==> src/rtl/mult_pkg.sv <==
// mult_pkg: shared state enumeration and default operand width for the multiplier
package mult_pkg;
    localparam int WIDTH_DEF = 32;
    typedef enum logic [1:0] {IDLE, LOAD, CALC, DONE} state_t;
endpackage

==> src/rtl/mult_iter_cnt.sv <==
// mult_iter_cnt: saturating iteration counter with terminal flag at WIDTH-1
module mult_iter_cnt import mult_pkg::*; #(
    parameter int WIDTH = WIDTH_DEF,
    parameter int CW    = $clog2(WIDTH) + 1
) (
    input  logic          clk,
    input  logic          rst,
    input  logic          clr,
    input  logic          en,
    output logic [CW-1:0] cnt,
    output logic          term
);
    always_ff @(posedge clk or posedge rst)
        if (rst)
            cnt <= '0;
        else if (clr)
            cnt <= '0;
        else if (en && cnt != CW'(WIDTH))
            cnt <= cnt + CW'(1);
    assign term = cnt == CW'(WIDTH - 1);
endmodule

==> src/rtl/mult_ctrl.sv <==
// mult_ctrl: add/shift multiplier control FSM driving the product register
module mult_ctrl import mult_pkg::*; #(
    parameter int WIDTH = WIDTH_DEF,
    parameter int CW    = $clog2(WIDTH) + 1
) (
    input  logic          clk,
    input  logic          rst,
    input  logic          start,
    input  logic          abort,
    input  logic          lsb,
    output logic          run,
    output logic          srtctrl,
    output logic          wrctrl,
    output logic          ready,
    output logic          busy,
    output logic [CW-1:0] iter
);
    state_t state;
    logic   term;
    logic   go;
    assign go = start && (state == IDLE || state == DONE);
    always_ff @(posedge clk or posedge rst)
        if (rst)
            state <= IDLE;
        else if (abort)
            state <= IDLE;
        else
            case (state)
                IDLE:    state <= start ? LOAD : IDLE;
                LOAD:    state <= CALC;
                CALC:    state <= term ? DONE : CALC;
                DONE:    state <= start ? LOAD : DONE;
                default: state <= IDLE;
            endcase
    assign run     = state == LOAD;
    assign srtctrl = state == CALC;
    assign wrctrl  = srtctrl && lsb;
    assign ready   = state == DONE;
    assign busy    = run || srtctrl;
    // cleared on entry to LOAD so iter already reads 0 during the load cycle
    mult_iter_cnt #(.WIDTH(WIDTH), .CW(CW)) u_cnt (
        .clk  (clk),
        .rst  (rst),
        .clr  (abort || go),
        .en   (srtctrl),
        .cnt  (iter),
        .term (term)
    );
endmodule

==> config.mk <==
export PLATFORM = sky130hd
export DESIGN_NAME = mult_ctrl
export DESIGN_NICKNAME = d
export VERILOG_FILES = /design/src/rtl/mult_pkg.sv /design/src/rtl/mult_iter_cnt.sv /design/src/rtl/mult_ctrl.sv
export SDC_FILE = /design/constraint.sdc
export NUM_CORES = 1
export LEC_CHECK = 0
export CORE_AREA = 5 5 42 44
export DETAILED_ROUTE_END_ITERATION = 16
export DIE_AREA = 0 0 47 49
export PLACE_DENSITY = 0.71
export SLEW_MARGIN = 40
export SYNTH_ARGS = -nofsm -noshare
export SYNTH_HDL_FRONTEND = slang
export SYNTH_SLANG_ARGS = --single-unit
==> constraint.sdc <==
create_clock -name clk -period 2.82 [get_ports clk]
set_input_delay 0.423 -clock clk [delete_from_list [all_inputs] [get_ports clk]]
set_output_delay 0.423 -clock clk [all_outputs]
set_load 0.1 [all_outputs]
==> results.md, run 1 <==
Floorplan:
- The die is 47 µm wide.
- The placement row count is 14.
- The total die area is 0.002303 mm².
- The die extent in y is 49 µm.
- The initial core utilization is 0.3643.
- The region available for standard cell placement spans 0.001401 mm².
- 16 I/O pins were placed.

Placement:
- Routability-driven placement finished with a final weighted congestion of 0.7381.
- Detailed placement finished with a half-perimeter wire length of 847.6 µm.
- In this run, placement finished with an instance count of 83.
- Timing analysis after detailed placement gives a worst setup slack of 1.112 ns.
- The count of input and output buffers is 15.

STA:
- The period utilization is 0.6886.
- The highest attainable clock frequency is 515.0 MHz.
- The accumulated negative setup slack is 0 ns.
- The worst hold slack after final layout is 0.4136 ns.
- The number of failing setup endpoints in the final timing report is 0.
- The worst slew slack as a fraction of its limit is 0.6633.
- The number of pins exceeding their max-slew limit in the final report is 0.
- The number of hold violations in the final report was 0.
- The setup skew after layout is 0.005574 ns.
- Setup slack on the critical path of the routed design comes to 0.8781 ns.
- Setup repair after global routing left no endpoint under its margin.
- At the pin with the least slew margin, the transition time is 0.4997 ns.
- After layout, the minimum clock period comes to 1.942 ns.

Setup path:
- STA puts the critical path data required time at 2.40 ns.
- The minimum setup slack among reg-to-reg paths is 1.28 ns.
- The worst register-to-register path ends at u_cnt.cnt[4].
- By startpoint and endpoint, the worst setup path is classified as flip-flop to primary output.
- The worst setup path is launched from a flip-flop.
- The reg-to-reg startpoint is state[1].
- For the worst flop-to-flop path, the logic depth is 4.
- The critical path capture point type is a primary output.
- STA puts the critical path data arrival time at 1.52 ns.
- In this run the worst path has a maximum fanout of 8.

CTS:
- After clock tree synthesis, the clock-pin slew on the worst setup and hold paths is 0.06 ns.
- The number of sinks handled by clock tree synthesis is 8.
- The maximum number of buffers from clock root to sink is 2.
- The clock insertion delay at the later pin of the skew report is 0.26 ns.
- Buffers inserted during clock tree synthesis total 3.
- The quantity of hold-fixing buffers added after cts is 0.
- The number of resized instances in the post-cts repair step is 0.
- In this run the number of H-tree levels came out at 1.
- The cell sitting at the root of the clock tree is a sky130_fd_sc_hd__clkbuf_4.
- The CTS tree is yes.
- The number of setup buffers added after CTS is 0.

Synthesis:
- The portion of synthesized cell area occupied by the leading cell type is 0.3922.
- The synthesized netlist occupies a cell area of 510.5 µm².
- After synthesis, the mean cell area works out to 9.817 µm².
- The sequential area share after synthesis is 0.3922.
- The gate count of the mapped netlist is 52.
- The number of flops mapped to enable cells by yosys is 0.
- The predominant post-synthesis flop cell is sky130_fd_sc_hd__dfrtp_1.
- The number of nets in the synthesized netlist is 63.
- The number of distinct library cells after synthesis is 20.
- The share of synthesized flip-flops with an asynchronous set or reset is 1.000.
- Counting flops and latches in the post-synthesis netlist gives 8.
- The cell type with the highest aggregate area in the netlist is sky130_fd_sc_hd__dfrtp_1.
- For this run, the number of Yosys warnings is 0.
- By area the synthesized netlist is led by sky130_fd_sc_hd__dfrtp_1 39%, sky130_fd_sc_hd__ha_1 15%, sky130_fd_sc_hd__o211ai_1 5.9%.

Worst hold path:
- The worst hold path belongs to the class primary input to async pin.

Power:
- The overall power after layout is 0.0003979 W.
- The static power due to leakage is 0.3118 nW.
- The maximum vdd drop is 400.7 µV.
- Power spread over the standard cell area amounts to 589.0 mW/mm².

Route:
- The per-cell routed wire length is 12.57 µm.
- Dividing the detail-routed via count by the number of cells gives 5.384.
- For this run, design rule violations remaining after detail routing come to 0.
- The count of vias placed by the detailed router is 463.
- The count of antenna-violating nets left after detailed routing is 0.
- The post-detailed-routing wire length is 1.081 mm.
- The violation count after the first detailed-routing iteration is 7.
- The first detailed-routing pass ran for 4 iterations.

Job:
- The number of maximum-capacitance constraint violations is 0.

Finish:
- The number of standard cells in the final layout excluding fillers is 86.
- 0 antenna diodes ended up in the layout.
- Compared with the post-synthesis result, the final layout area differs by 32.35%.
- The most common cell after layout, fill and taps aside is sky130_fd_sc_hd__buf_4.
- The top cell types in the final layout, fill and taps aside, are 11 x sky130_fd_sc_hd__buf_4, 8 x sky130_fd_sc_hd__dfrtp_1, 7 x sky130_fd_sc_hd__inv_1, 6 x sky130_fd_sc_hd__ha_1.
- The share of layout cells above drive strength 1 is 0.2429.
- The final-stage net count is 83.

Outcome:
- The flow ran to the end, and the final reports show no timing, DRC or antenna violations.

Global routing:
- The sum of overflow across all layers after global routing is 0.
- The via count of the first global-routing pass is 451.
- The first global-routing pass estimated 1.938 mm of wire.
- The largest net degree at the start of global routing is 9.
- The all-layer global routing usage is 0.1185.
- The number of antenna violations at the first check in global routing is 0.
## registers in the layout, summed over array words and instances (netlist names)
| register | flops |
|---|---|
| u_cnt.cnt | 6 |
| state | 2 |
## report_power, final
group / switching [W] / internal, W
logic: 0.000137 / 0.0000428
registers: 0.00000838 / 0.000121
clock network: 0.0000401 / 0.0000488
## cells by family (layout without fill, tap and decap cells)
logic type	Yosys count	count (layout)	share of synthesized area
AND/OR/NAND/NOR	13	13	0.1446
XOR/XNOR	2	2	0.03432
flip-flops	8	8	0.3922
AO/OA/AOI/OAI	14	14	0.1912
multiplexers	2	2	0.03922
adder cells (fa/ha/maj)	6	6	0.1471
buffers and inverters	7	25	0.05148
## area by class of cell
class	count	area [µm²]
Clock buffer	3	22.52
Fill cell	150	725.7
Inverter	7	26.28
Multi-Input combinational cell	37	284.0
Sequential cell	8	200.2
Tap cell	16	20.02
Timing Repair Buffer	15	122.6
## critical path, stage by stage, from the launching register on
cell,delay [ns]
sky130_fd_sc_hd__dfrtp_1,0.40
sky130_fd_sc_hd__inv_1,0.09
sky130_fd_sc_hd__ha_1,0.31
sky130_fd_sc_hd__and2_1,0.17
sky130_fd_sc_hd__buf_4,0.28
## synth_stat cells (all sizes together) (2+ instances only)
master,n
nand2,2
a21oi,4
ha,6
dfrtp,8
nor2,3
nand4,2
xor2,2
o21ai,2
nand3,2
mux2i,2
o211ai,4
inv,7
## worst max path at each step
stage          endpoint  slack [ns]      from
6_report         wrctrl        0.88  state[0]
2_1_floorplan    wrctrl        0.16  state[0]
4_1_cts          wrctrl        0.87  state[0]
3_5_place_dp     wrctrl        1.11       lsb
5_1_grt          wrctrl        0.77  state[0]
3_3_place_gp     wrctrl        1.13       lsb
## metal layers
metal / track usage / routed length [µm] / up-vias
li1: - / - / 221
met1: 0.1486 / 469 / 216
met3: 0.04797 / 92 / 2
met2: 0.1652 / 508 / 24
met4: 0.06912 / 10 / 0
met5: 0 / 0 / -
## stage by stage
step,util,area (µm²)
after global routing,0.4821,675.6
after floorplan,-,510.5
final,0.4821,675.6
after detailed placement,0.4661,653.1
after global placement,0.4661,653.1
after CTS,0.4821,675.6
Power figures use the tool's default switching activity.
==> run 2, diff against run 1 <==
Clock period 2.82 ns to 1.9 ns, I/O delays scaled along.
==> run 2 against run 1 <==
  * Non-clock buffer count is the same
  * Total power increased by 67%
  * Design area increased by 18%
  * Largest cell class unchanged
  * Largest power group unchanged
==> results.md, run 2 (same netlist as run 1, synthesis figures left out) <==
STA:
- The highest attainable clock frequency is 576.6 MHz.
- The number of pins exceeding their max-slew limit in the final report is 0.
- The smallest clock period supported by the final layout is computed as 1.734 ns.
- Setup repair after global routing left no endpoint under its margin.
- The worst pin sits at a relative slew slack of 0.7066.
- The setup skew after layout is 0.008202 ns.
- Of the available clock period, the critical path in the final layout requires 0.9128.
- The number of hold violations in the final report came to 0.
- The number of failing setup endpoints in the final timing report is 0.
- The slew at the pin with the worst max-slew slack is 0.4354 ns.

Job:
- The number of maximum-capacitance constraint violations is 0.

Power:
- Across the VDD grid, the largest voltage drop is 589.7 µV.
- Summed over all cells, the static leakage comes to 0.3356 nW.
- After layout, the design draws a total of 0.0006648 W.
- For this design the ratio of total power to cell area is 832.8 mW/mm².

Finish:
- The final-stage net count is 83.
- The library cell used most frequently in the layout, excluding fill and tap cells, is sky130_fd_sc_hd__buf_12.
- In the final layout, the share of cells above drive strength 1 is 0.2958.
- The repair_antennas step left the layout with diodes totalling 0.
- In the final layout, the registers with the most flip-flops are u_cnt.cnt: 6 flops, state: 2 flops.
- The growth of design area from synthesis to finish is 56.37%.
- Counting flops per register, the top entry is u_cnt.cnt.
- The post-route cell area is 798.3 µm².
- The register with the most flip-flops in the layout has 6 of them.
- In the layout the commonest cells are 9 x sky130_fd_sc_hd__buf_12, 7 x sky130_fd_sc_hd__inv_1, 6 x sky130_fd_sc_hd__dfrtp_1, 5 x sky130_fd_sc_hd__ha_1.

Route:
- The detailed-route DRC error count is 0.
- The count of antenna-violating nets left after detailed routing is 0.
- The routed design has 1.182 mm of wire.
- In the final routed layout, each cell accounts on average for 13.59 µm.
- In this run, the number of DRC markers left after iteration 0 of detailed routing was 3.
- The per-cell via count in the routed design is 5.322.
- For this block, the via count after detailed routing is 463.
- The first detailed-routing pass ran for 4 iterations.

CTS:
- Hold repair after CTS inserted 0 buffers.
- The maximum number of buffers from clock root to sink is 2.
- The maximum level of the CTS H-tree is 1.
- The number of gates resized after CTS was 0.
- The clock drives 8 sinks.
- The CTS tree is yes.
- The buffer cell driving the clock tree root is sky130_fd_sc_hd__clkbuf_4.
- The number of setup buffers added after CTS is 0.
- Clock-pin slew was measured on the worst setup and hold paths at 0.06 ns.
- The number of CTS-inserted buffers is 3.
- The clock insertion delay at the later pin of the skew report is 0.27 ns.

Setup path:
- Counting cells, the worst reg-to-reg path comes to 4.
- Of all nets on the critical path, the largest fanout is 8.
- The critical path in this run is classified as flip-flop to primary output.
- Among all stages on the critical path, the largest delay is contributed by sky130_fd_sc_hd__dfrtp_1.
- The worst setup path is captured at a primary output.
- The largest single stage delay on the critical path is 0.41 ns.
- STA puts the critical path data required time at 1.62 ns.
- The critical path goes through inv_1, ha_2, and2_2, buf_12.
- The arrival time of the worst setup path is 1.45 ns.
- In this run the register-to-register setup slack is 0.38 ns.
- The startpoint type of the worst setup path is a flip-flop.

Global routing:
- For this run, the total global-route usage over all layers was measured as 0.1237.
- The via count of the first global-routing pass is 450.
- Entering global routing, the biggest net connects 9 pins.
- The first-pass GRT wire length is 2.001 mm.
- The sum of overflow across all layers after global routing is 0.
- The number of antenna violations at the first check in global routing came to 0.

Placement:
- The count of input and output buffers is 15.
- Summed over all nets, the half-perimeter wirelength after detailed placement is 922 µm.
- At the end of routability-driven placement, the weighted congestion stood at 0.7665.
- The total placed instance area is 772.0 µm².

Floorplan:
- The initial utilization of the core area, before any placement, comes to 0.3643.
- The die is 49 µm tall.
- During I/O placement, the number of pins put on the boundary was 16.
- Row generation in the floorplan step produced 14 rows.
- The floorplan core area is 0.001401 mm².
- The total die area is 0.002303 mm².
- The die width is 47 µm.

Outcome:
- The run finished with clean final reports.

Worst hold path:
- In this run the worst hold path is classified as primary input to async pin.
[run 2: changes by cell type in the layout (fill, tap and decap cells not counted), sizes merged]
cell	before	now
clkbuf	3	4
[run 2: critical path: cells and delay by family (launching register included)]
kind / cells / cell delay, ns
adder cells (fa/ha/maj): 1 / 0.29
buffers and inverters: 2 / 0.28
flip-flops: 1 / 0.41
AND/OR/NAND/NOR: 1 / 0.20
[run 2: cell type report]
cell class                      count  area [µm²]
Clock buffer                        4       26.28
Fill cell                         128       603.1
Inverter                            7       26.28
Multi-Input combinational cell     37       287.8
Sequential cell                     8       202.7
Tap cell                           16       20.02
Timing Repair Buffer               15       235.2
[run 2: layer usage]
| metal | vias to the layer above | wire length [µm] | share of wire | global-route usage |
|---|---|---|---|---|
| met5 | - | 0 | 0 | 0 |
| met4 | 0 | 22 | 0.019 | 0.08295 |
| met3 | 4 | 86 | 0.073 | 0.04797 |
| met2 | 12 | 536 | 0.45 | 0.1652 |
| met1 | 220 | 536 | 0.45 | 0.1584 |
| li1 | 227 | - | - | - |
[run 2: path summary, 6_finish.rpt]
kind / from / to
setup / recovery: state[0] / wrctrl
hold / removal: rst / u_cnt.cnt[4]
setup reg to reg: state[0] / u_cnt.cnt[3]
hold reg to reg: state[1] / state[1]
max in group asynchronous: rst / u_cnt.cnt[1]
min in group clk: state[1] / state[1]
[run 2: through the flow]
| stage | utilization | setup slack, ns | instances | hold WS (ns) | setup TNS [ns] |
|---|---|---|---|---|---|
| final | 0.5696 | 0.1657 | 87 | 0.2727 | 0 |
| after global routing | 0.5696 | 0.1102 | 87 | 0.2996 | 0 |
| after floorplan | - | -0.01433 | 52 | 0.1005 | -0.01433 |
| after CTS | 0.5696 | 0.1633 | 87 | 0.2774 | 0 |
| after detailed placement | 0.5509 | 0.4215 | 83 | 0.5465 | 0 |
| after global placement | 0.5509 | 0.4546 | 83 | 0.5221 | 0 |
[run 2: report_power, final]
part	internal, W	total, W	leakage, nW	switching, W
logic	0.000110	0.000324	0.214	0.000215
registers	0.000180	0.000193	0.107	0.0000131
clock network	0.0000809	0.000147	0.0150	0.0000664
total	0.000371	0.000665	0.336	0.000294
==> run 3, diff against run 2 <==
--- a/config.mk
+++ b/config.mk
@@ -10,3 +10,4 @@
 export DIE_AREA = 0 0 47 49
-export PLACE_DENSITY = 0.71
+export DONT_BUFFER_PORTS = 1
+export PLACE_DENSITY = 0.56
 export SLEW_MARGIN = 40
==> constraint.sdc (replaced) <==
create_clock -name clk -period 1.9 [get_ports clk]
set_input_delay 0.38 -clock clk [delete_from_list [all_inputs] [get_ports clk]]
set_output_delay 0.38 -clock clk [all_outputs]
set_load 0.1 [all_outputs]
==> run 3 against run 2 <==
  * Via count shrank 8.2%
  * Hold slack worse by 0.079 ns
  * Largest power group unchanged
  * Register-to-register slack got worse by 0.04 ns
  * Sequential power about the same
  * Critical endpoint unchanged
  * Global-route usage is 1.9 points lower
  * Final cell count down 4.6%
  * Critical path type unchanged
  * First-iteration DRC count grew to 3.7 times the previous value
  * Total power decreased by 8.1%
  * Sequential share of layout area grew 5.2 points
==> results.md, run 3 (same netlist as run 1, synthesis figures left out) <==
Setup path:
- The worst setup path is launched from a flip-flop.
- The critical path startpoint is state[0].
- The data required time of the worst path is 1.52 ns.
- Data arrives at the worst endpoint at 1.38 ns.
- The critical path capture point type is a primary output.
- The worst setup path is of the flip-flop to primary output kind.
- The highest fanout seen on the critical path is 8.
- The worst register-to-register path begins at state[0].
- The worst reg2reg path depth is 4.
- The worst flop-to-flop path endpoint is u_cnt.cnt[4].
- The minimum setup slack among reg-to-reg paths is 0.34 ns.

Route:
- The count of vias placed by the detailed router is 425.
- The count of nets left with antenna violations once routing finished came out at 0.
- After detailed routing, the average wire length per cell comes to 13.19 µm.
- The violation count after the first detailed-routing iteration is 11.
- Wires add up to 1.095 mm.
- The detailed-route DRC error count is 0.
- The per-cell via count in the routed design is 5.120.
- The pre-antenna-repair detailed-routing pass consisted of 4 iterations.

Placement:
- The placer congestion estimate is 0.7167.
- The post-detailed-placement half-perimeter wirelength is 851.7 µm.
- The count of buffers added on input and output ports is 0.

Global routing:
- The via count of the first global-routing pass came to 406.
- In the global route stage, overall resource usage came out at 0.1050.
- The first-pass GRT wire length is 1.787 mm.
- The largest net degree at the start of global routing is 9.
- The total overflow left after global routing is 0.
- The number of antenna violations at the first check in global routing is 0.

CTS:
- The buffer cell driving the clock tree root is sky130_fd_sc_hd__clkbuf_4.
- The clock reaches the later pin of the worst-skew pair after 0.25 ns.
- The number of resized instances in the post-cts repair step is 0.
- After clock tree synthesis, the setup repair step added 0 buffers.
- The maximum number of buffers from clock root to sink is 2.
- The number of CTS-inserted buffers is 3.
- After clock tree synthesis, the flow added hold-fix buffers numbering 1.
- The CTS tree is yes.
- In this run the number of H-tree levels came out at 1.
- The number of sinks handled by clock tree synthesis is 8.
- Clock-pin slew was measured on the worst setup and hold paths at 0.05 ns.

Finish:
- The antenna diode instance count is 0.
- The count of filler cells inserted in the layout is 142.
- The final-stage net count is 79.
- The share of layout cells above drive strength 1 is 0.2985.
- The growth of design area from synthesis to finish is 29.66%.
- The register bank with the most flops is u_cnt.cnt.
- For this run, the share of the core covered by cells in the final layout is 0.4723.
- The register with the most flip-flops in the layout has 6 of them.
- The library cell used most frequently in the layout, excluding fill and tap cells, is sky130_fd_sc_hd__buf_4.
- The largest registers in the layout are u_cnt.cnt: 6 flops, state: 2 flops.
- In the layout the commonest cells are 9 x sky130_fd_sc_hd__buf_4, 7 x sky130_fd_sc_hd__inv_1, 6 x sky130_fd_sc_hd__dfrtp_1, 5 x sky130_fd_sc_hd__ha_1.

STA:
- The number of pins exceeding their max-slew limit in the final report is 0.
- The slew at the pin with the worst max-slew slack is 0.4982 ns.
- Setup repair after global routing left no endpoint under its margin.
- The number of failing setup endpoints in the final timing report is 0.
- The highest attainable clock frequency is 567.4 MHz.
- Dividing the final minimum period by the clock period gives 0.9277.
- The accumulated negative setup slack is 0 ns.
- The number of hold violations in the final report is 0.
- The setup skew after layout is 0.004601 ns.
- The minimum clock period after layout is 1.763 ns.
- The worst slew slack as a fraction of its limit is 0.6643.

Floorplan:
- Row generation in the floorplan step produced 14 rows.
- For this configuration, the core starts out at a cell density of 0.3643.
- The total die area is 0.002303 mm².
- The die width is 47 µm.
- The region available for standard cell placement spans 0.001401 mm².
- The number of I/O pins is 16.
- The die extent in y is 49 µm.

Outcome:
- The flow ran to the end, and the final reports show no timing, DRC or antenna violations.

Power:
- For this design the static power due to leakage is 0.2966 nW.
- The design internal power is 0.0003366 W.
- The clock network fraction of design power is 0.222.
- The switching fraction of total power is 0.4489.
- The combinational share of power is 0.463.
- The power per standard cell area is 922.9 mW/mm².
- The power dissipated by switching net loads is 0.0002742 W.
- Across the VDD grid, the largest voltage drop is 602.8 µV.
- The share of total power dissipated in sequential elements is 0.315.

Worst hold path:
- Counting instances, the worst hold path has a depth of 1.
- The startpoint of the worst hold path is abort.
- The worst-case hold path end point is state[1].
- In this run the worst hold path is classified as primary input to flip-flop.

Job:
- Across the run, the number of max-cap violations was 0.
==> run 3: cell types whose count changed in the layout (fill, tap and decap cells not counted) <==
cell                              change
sky130_fd_sc_hd__buf_12               -8
sky130_fd_sc_hd__and2_4               +1
sky130_fd_sc_hd__clkdlybuf4s50_1      -4
sky130_fd_sc_hd__and2_2               -1
sky130_fd_sc_hd__dlygate4sd3_1        +1
sky130_fd_sc_hd__buf_4                +7
==> run 3: power by group through the flow <==
stage	combinational, W	sequential [W]	clock (W)
floorplan	0.000206	0.000210	0
global placement	0.000281	0.000195	0
detailed placement	0.000281	0.000196	0
CTS	0.000285	0.000193	0.000142
global route	0.000299	0.000194	0.000154
finish	0.000283	0.000193	0.000136
==> run 3: worst max-delay path by stage <==
stage | endpoint | slack [ns]
after detailed placement | u_cnt.cnt[4] | 0.36
after global placement | wrctrl | 0.42
after global routing | wrctrl | 0.05
final | wrctrl | 0.14
after floorplan | u_cnt.cnt[2] | 0.008
after CTS | wrctrl | 0.13
==> run 3: critical path: stages (launching register included) <==
cell	delay, ns
sky130_fd_sc_hd__dfrtp_1	0.41
sky130_fd_sc_hd__inv_1	0.10
sky130_fd_sc_hd__ha_2	0.27
sky130_fd_sc_hd__and2_4	0.36
==> run 3: final cells by class <==
type                            instances  area, µm²  share of cell area
Sequential cell                         8      202.7              0.3062
Timing Repair Buffer                   11      97.59              0.1474
Tap cell                               16      20.02             0.03025
Clock buffer                            4      26.28             0.03970
Inverter                                7      26.28             0.03970
Multi-Input combinational cell         37      289.0              0.4367
==> run 3: through the flow <==
| stage | worst slack, ns | hold WS (ns) | area [µm²] | power, W | instances |
|---|---|---|---|---|---|
| 2_1_floorplan | 0.007862 | 0.1955 | 518.0 | 0.0004157 | 52 |
| 3_3_place_gp | 0.4172 | 0.2381 | 625.6 | 0.0004763 | 78 |
| 3_5_place_dp | 0.3600 | 0.2383 | 625.6 | 0.0004770 | 78 |
| 4_1_cts | 0.1335 | 0.1871 | 661.9 | 0.0006201 | 83 |
| 5_1_grt | 0.04847 | 0.1811 | 661.9 | 0.0006476 | 83 |
| 6_report | 0.1375 | 0.1939 | 661.9 | 0.0006108 | 83 |
==> run 3: layer usage <==
metal,share of wire,vias up,track usage,wire [µm]
met2,0.47,14,0.1448,514
met3,0.085,2,0.02952,93
met1,0.43,195,0.1371,475
met4,0.011,0,0.06912,12
met5,0,-,0,0
li1,-,214,-,-
